[config.mk]
export PLATFORM = sky130hd
export DESIGN_NAME = elastic_pipe
export DESIGN_NICKNAME = d
export VERILOG_FILES = /design/src/rtl/elastic_pipe.sv
export SDC_FILE = /design/constraint.sdc
export NUM_CORES = 1
export LEC_CHECK = 0
export ABC_CLOCK_PERIOD_IN_PS = 1950
export CORE_ASPECT_RATIO = 0.8
export CORE_MARGIN = 1
export CORE_UTILIZATION = 48
export CTS_BUF_LIST = sky130_fd_sc_hd__clkbuf_8
export CTS_CLUSTER_DIAMETER = 150
export DETAILED_ROUTE_END_ITERATION = 8
export PLACE_DENSITY_LB_ADDON = 0.15
export SLEW_MARGIN = 20
export SYNTH_ARGS = -nofsm -noshare
export SYNTH_HDL_FRONTEND = slang
export SYNTH_SLANG_ARGS = --single-unit
export TNS_END_PERCENT = 1
[constraint.sdc]
create_clock -name CLK -period 1.95 [get_ports CLK]
set_clock_uncertainty 0.1 [all_clocks]
set_input_delay 0.39 -clock CLK [delete_from_list [all_inputs] [get_ports CLK]]
set_output_delay 0.39 -clock CLK [all_outputs]
set_load 0.01 [all_outputs]
[src/rtl/elastic_pipe.sv]
// W-bit, L-stage elastic delay line with per-stage valid/ready, bubble collapse, flush and occupancy.
// Build option: define ELASTIC_PIPE_SKID_EN for a registered-ready skid entry in front of stage 0.
module elastic_pipe #(
  parameter int W = 8,
  parameter int L = 2,
  localparam int OW = $clog2(L+2)
) (
  input  logic          CLK,
  input  logic          RSTN,
  input  logic          IN_VALID,
  output logic          IN_READY,
  input  logic [W-1:0]  IN_DATA,
  output logic          OUT_VALID,
  input  logic          OUT_READY,
  output logic [W-1:0]  OUT_DATA,
  input  logic          FLUSH,
  output logic [OW-1:0] OCC
);

  logic [L-1:0]  v_q, v_d;
  logic [L-1:0]  en;
  logic [L-1:0]  up_v;
  logic [W-1:0]  d_q  [L];
  logic [W-1:0]  d_d  [L];
  logic [W-1:0]  up_d [L];
  logic          src_v;
  logic [W-1:0]  src_d;
  logic          skid_v_d;
  logic [OW-1:0] occ_q, occ_d;

`ifdef ELASTIC_PIPE_SKID_EN
  logic          sv_q, sv_d;
  logic [W-1:0]  sd_q, sd_d;

  // IN_READY comes only from the skid flag, breaking the OUT_READY-to-IN_READY path.
  assign IN_READY = !sv_q && !FLUSH;
  assign src_v    = sv_q || IN_VALID;
  assign src_d    = sv_q ? sd_q : IN_DATA;
  assign skid_v_d = sv_d;

  always_comb begin
    sv_d = sv_q;
    sd_d = sd_q;
    if (FLUSH) begin
      sv_d = 1'b0;
    end else if (en[0]) begin
      sv_d = 1'b0;
    end else if (IN_VALID && IN_READY) begin
      sv_d = 1'b1;
      sd_d = IN_DATA;
    end
  end

  always_ff @(posedge CLK or negedge RSTN) begin
    if (!RSTN) begin
      sv_q <= 1'b0;
      sd_q <= '0;
    end else begin
      sv_q <= sv_d;
      sd_q <= sd_d;
    end
  end
`else
  assign IN_READY = en[0] && !FLUSH;
  assign src_v    = IN_VALID;
  assign src_d    = IN_DATA;
  assign skid_v_d = 1'b0;
`endif

  // A stage may load whenever it is empty or everything downstream moves.
  always_comb begin
    en = '0;
    en[L-1] = !v_q[L-1] || OUT_READY;
    for (int i = L-2; i >= 0; i--) begin
      en[i] = !v_q[i] || en[i+1];
    end
  end

  always_comb begin
    up_v    = '0;
    up_v[0] = src_v;
    up_d[0] = src_d;
    for (int i = 1; i < L; i++) begin
      up_v[i] = v_q[i-1];
      up_d[i] = d_q[i-1];
    end
  end

  always_comb begin
    v_d = v_q;
    for (int i = 0; i < L; i++) begin
      d_d[i] = d_q[i];
      if (FLUSH) begin
        v_d[i] = 1'b0;
      end else if (en[i]) begin
        v_d[i] = up_v[i];
        if (up_v[i]) d_d[i] = up_d[i];
      end
    end
  end

  always_comb begin
    occ_d = OW'(skid_v_d);
    for (int i = 0; i < L; i++) begin
      occ_d = occ_d + OW'(v_d[i]);
    end
  end

  always_ff @(posedge CLK or negedge RSTN) begin
    if (!RSTN) begin
      v_q   <= '0;
      occ_q <= '0;
      for (int i = 0; i < L; i++) d_q[i] <= '0;
    end else begin
      v_q   <= v_d;
      occ_q <= occ_d;
      for (int i = 0; i < L; i++) d_q[i] <= d_d[i];
    end
  end

  assign OUT_VALID = v_q[L-1];
  assign OUT_DATA  = d_q[L-1];
  assign OCC       = occ_q;

endmodule

==> out/results.ini <==
[synth]
synth_cells = 55
synth_xor_area_frac = 0
synth_compound_area_frac = 0
synth_mux_area_frac = 0.247
synth-seq-cells = 20
syn_nets = 69
yosysUniqueCellTypes = 11
synth_area_um2 = 852
synth_fa_ha_area_frac = 0.0147
syn_avg_cell_area_um2 = 15.5
ys_seq_area_frac = 0.587
yosys_warnings = 0
synth_top_family_by_area = multiplexers
yosys.area_share.simple = 0.0675

[final_layout]
syn_to_final_growth_pct = 33.2
postLayoutCoreUtil = 0.691
fin_nets = 95
drive_above_1_share = 0.342
diodes = 0
final_cell_count_no_fill = 101

[clock_tree]
clk_latency_ps = 250
cts_tree = done
cts.sinks = 20
root_buffer = clkbuf_8
clk_path_buf_depth = 2
cts-buffers-inserted = 3
holdBufCountCts = 0
h-tree-depth = 1
path_clk_slew_ps = 60

[placed_design]
gp_congestion = 0.745
place_ws_ps = -269
portBuffers = 24
dp.cells = 98
hpwlAfterDp_um = 969

[worst_setup_path]
cp_max_fo = 3
slowest_stage = clkdlybuf4s50_1
crit_family = buffers and inverters
critPathBufInv = 2
startpoint_type = input pin
worst_ep_required_time_ps = 1460
cp.arrival_ps = 1450
critPathCaptureType = output port
cpPeakStageDelay_ps = 460
cp_cell_sequence = clkdlybuf4s50_1 > and3b_2 > nor2_1 > clkdlybuf4s15_1
worstSetupPathType = input pin to output port

[timing]
drv_slew = 0
rsz0062_at_grt = no
fmax_ghz = 0.515
max_slew_margin = 0.832
hold_ws_ps = 370
hold_viol = 0
setup_viol_count_final = 0
tightest_slew_ps = 252
timing.final.ws_setup_ps = 6.67
layout_min_cycle_time_ps = 1940
finalCritPeriodShare = 0.997

[die]
core_area_mm2 = 0.00164
ios = 25
start_util = 0.519
dieWidth_um = 49.1
die_area_mm2 = 0.00195
num_rows = 13
die_h_um = 39.7

[power]
power_mw = 1.08
switchingPower_mw = 0.247
p_per_area_mw_per_mm2 = 949
combPwrFrac = 0.266
seqPwrFrac = 0.497
internal-power_mw = 0.829
leakagePower_nw = 0.526
sw_frac_of_total = 0.230
peakVddDrop_uv = 662
pwr-share-clk = 0.238

[flow_run]
maxCapViolCount = 0

[hold_path]
hp-class = input pin to asynchronous set/reset pin

[global_routing]
grt_use_total = 0.154
global_route.overflow_total = 0
grt_pass1_vias = 480
grt_pass1_wl_um = 2010
antenna_found_initial = 0
grt_max_degree = 21

[status]
status = finished clean

[route]
drtPass1Iterations = 3
wl_um = 1350
drt-initial-drc-count = 10
drcViolationCount = 0
postRouteAntennaNets = 0
detail_route.vias_per_cell = 4.72
num_vias = 477
wire_per_inst_um = 13.3

## final cells by class
| cell class | count | area, µm² |
|---|---|---|
| well taps | 22 | 27.5 |
| repair buffers | 30 | 285 |
| flip-flops and latches | 20 | 500 |
| fillers | 111 | 508 |
| multi-input cells | 26 | 280 |
| clock buffers | 3 | 41.3 |
## placed cells by master, fill, tap and decap left out, drive strengths merged, types with 3 or more instances in the layout
cell	Yosys	final
buf	9	6
clkbuf	0	3
mux2	16	16
dfrtp	20	20
nor2	5	5
clkdlybuf4s50	0	23
## synthesized netlist by cell type
library cell,instances,area (µm²)
and2b_1,1,7.51
ha_1,1,12.5
dfrtp_1,20,500
nor3b_2,1,12.5
mux2_2,8,90.1
mux2_4,8,120
buf_4,8,60.1
nor2_1,5,18.8
and3b_2,1,10.0
buf_6,1,11.3
or3b_1,1,8.76
## registers in the layout (all words and copies together), names as in the netlist
signal	flops
OUT_DATA	8
OCC	2
v_q	2
d_q	8
## worst register-to-register path: stages (launching register included)
cell	delay [ps]
dfrtp_1	390
and3b_2	240
or3b_1	370
buf_4	180
mux2_4	300
## logic make-up (layout without fill, tap and decap cells)
logic type | count (synthesis) | count (layout)
adders and majority gates | 1 | 1
and+or+nand+nor | 9 | 9
muxes | 16 | 16
DFF | 20 | 20
buffers and inverters | 9 | 33
## final timing paths
kind                       slack [ps]                    start  cells after the start                      end
max reg2reg                       270         v_q[0]$_DFF_PN0_                      4      d_q[12]$_DFFE_PN0P_
min in group CLK                  410  OUT_DATA[2]$_DFFE_PN0P_                      1  OUT_DATA[2]$_DFFE_PN0P_
min reg2reg                       410  OUT_DATA[2]$_DFFE_PN0P_                      1  OUT_DATA[2]$_DFFE_PN0P_
min                               370                     RSTN                      2      d_q[14]$_DFFE_PN0P_
max                                 7                OUT_READY                      4                 IN_READY
max in group asynchronous        1170                     RSTN                      2  OUT_DATA[4]$_DFFE_PN0P_
## power by group through the flow
stage / registers [mW] / logic (mW) / clock network (mW)
after floorplan: 0.533 / 0.200 / 0
after global placement: 0.540 / 0.284 / 0
after detailed placement: 0.542 / 0.289 / 0
after CTS: 0.535 / 0.290 / 0.266
after global routing: 0.546 / 0.303 / 0.283
final: 0.535 / 0.286 / 0.256
## per-layer routing
layer,global-route usage,vias up,wire length (µm)
li1,-,224,-
met1,0.157,237,575
met2,0.264,14,658
met3,0.0659,2,90
met4,0.110,0,23
met5,0,-,0
## timing repair
item                       in CTS  in global routing
pin swaps                       0                  0
resized for setup               1                  1
setup buffers                   0                  0
setup endpoints to repair       1                  1
## stage by stage
stage	TNS [ps]	cell area (µm²)
after global placement	-1850	1090
after detailed placement	-1980	1090
after global routing	0	1130
final	0	1130
after floorplan	0	852
after CTS	0	1130
(Power assumes the default switching activity.)
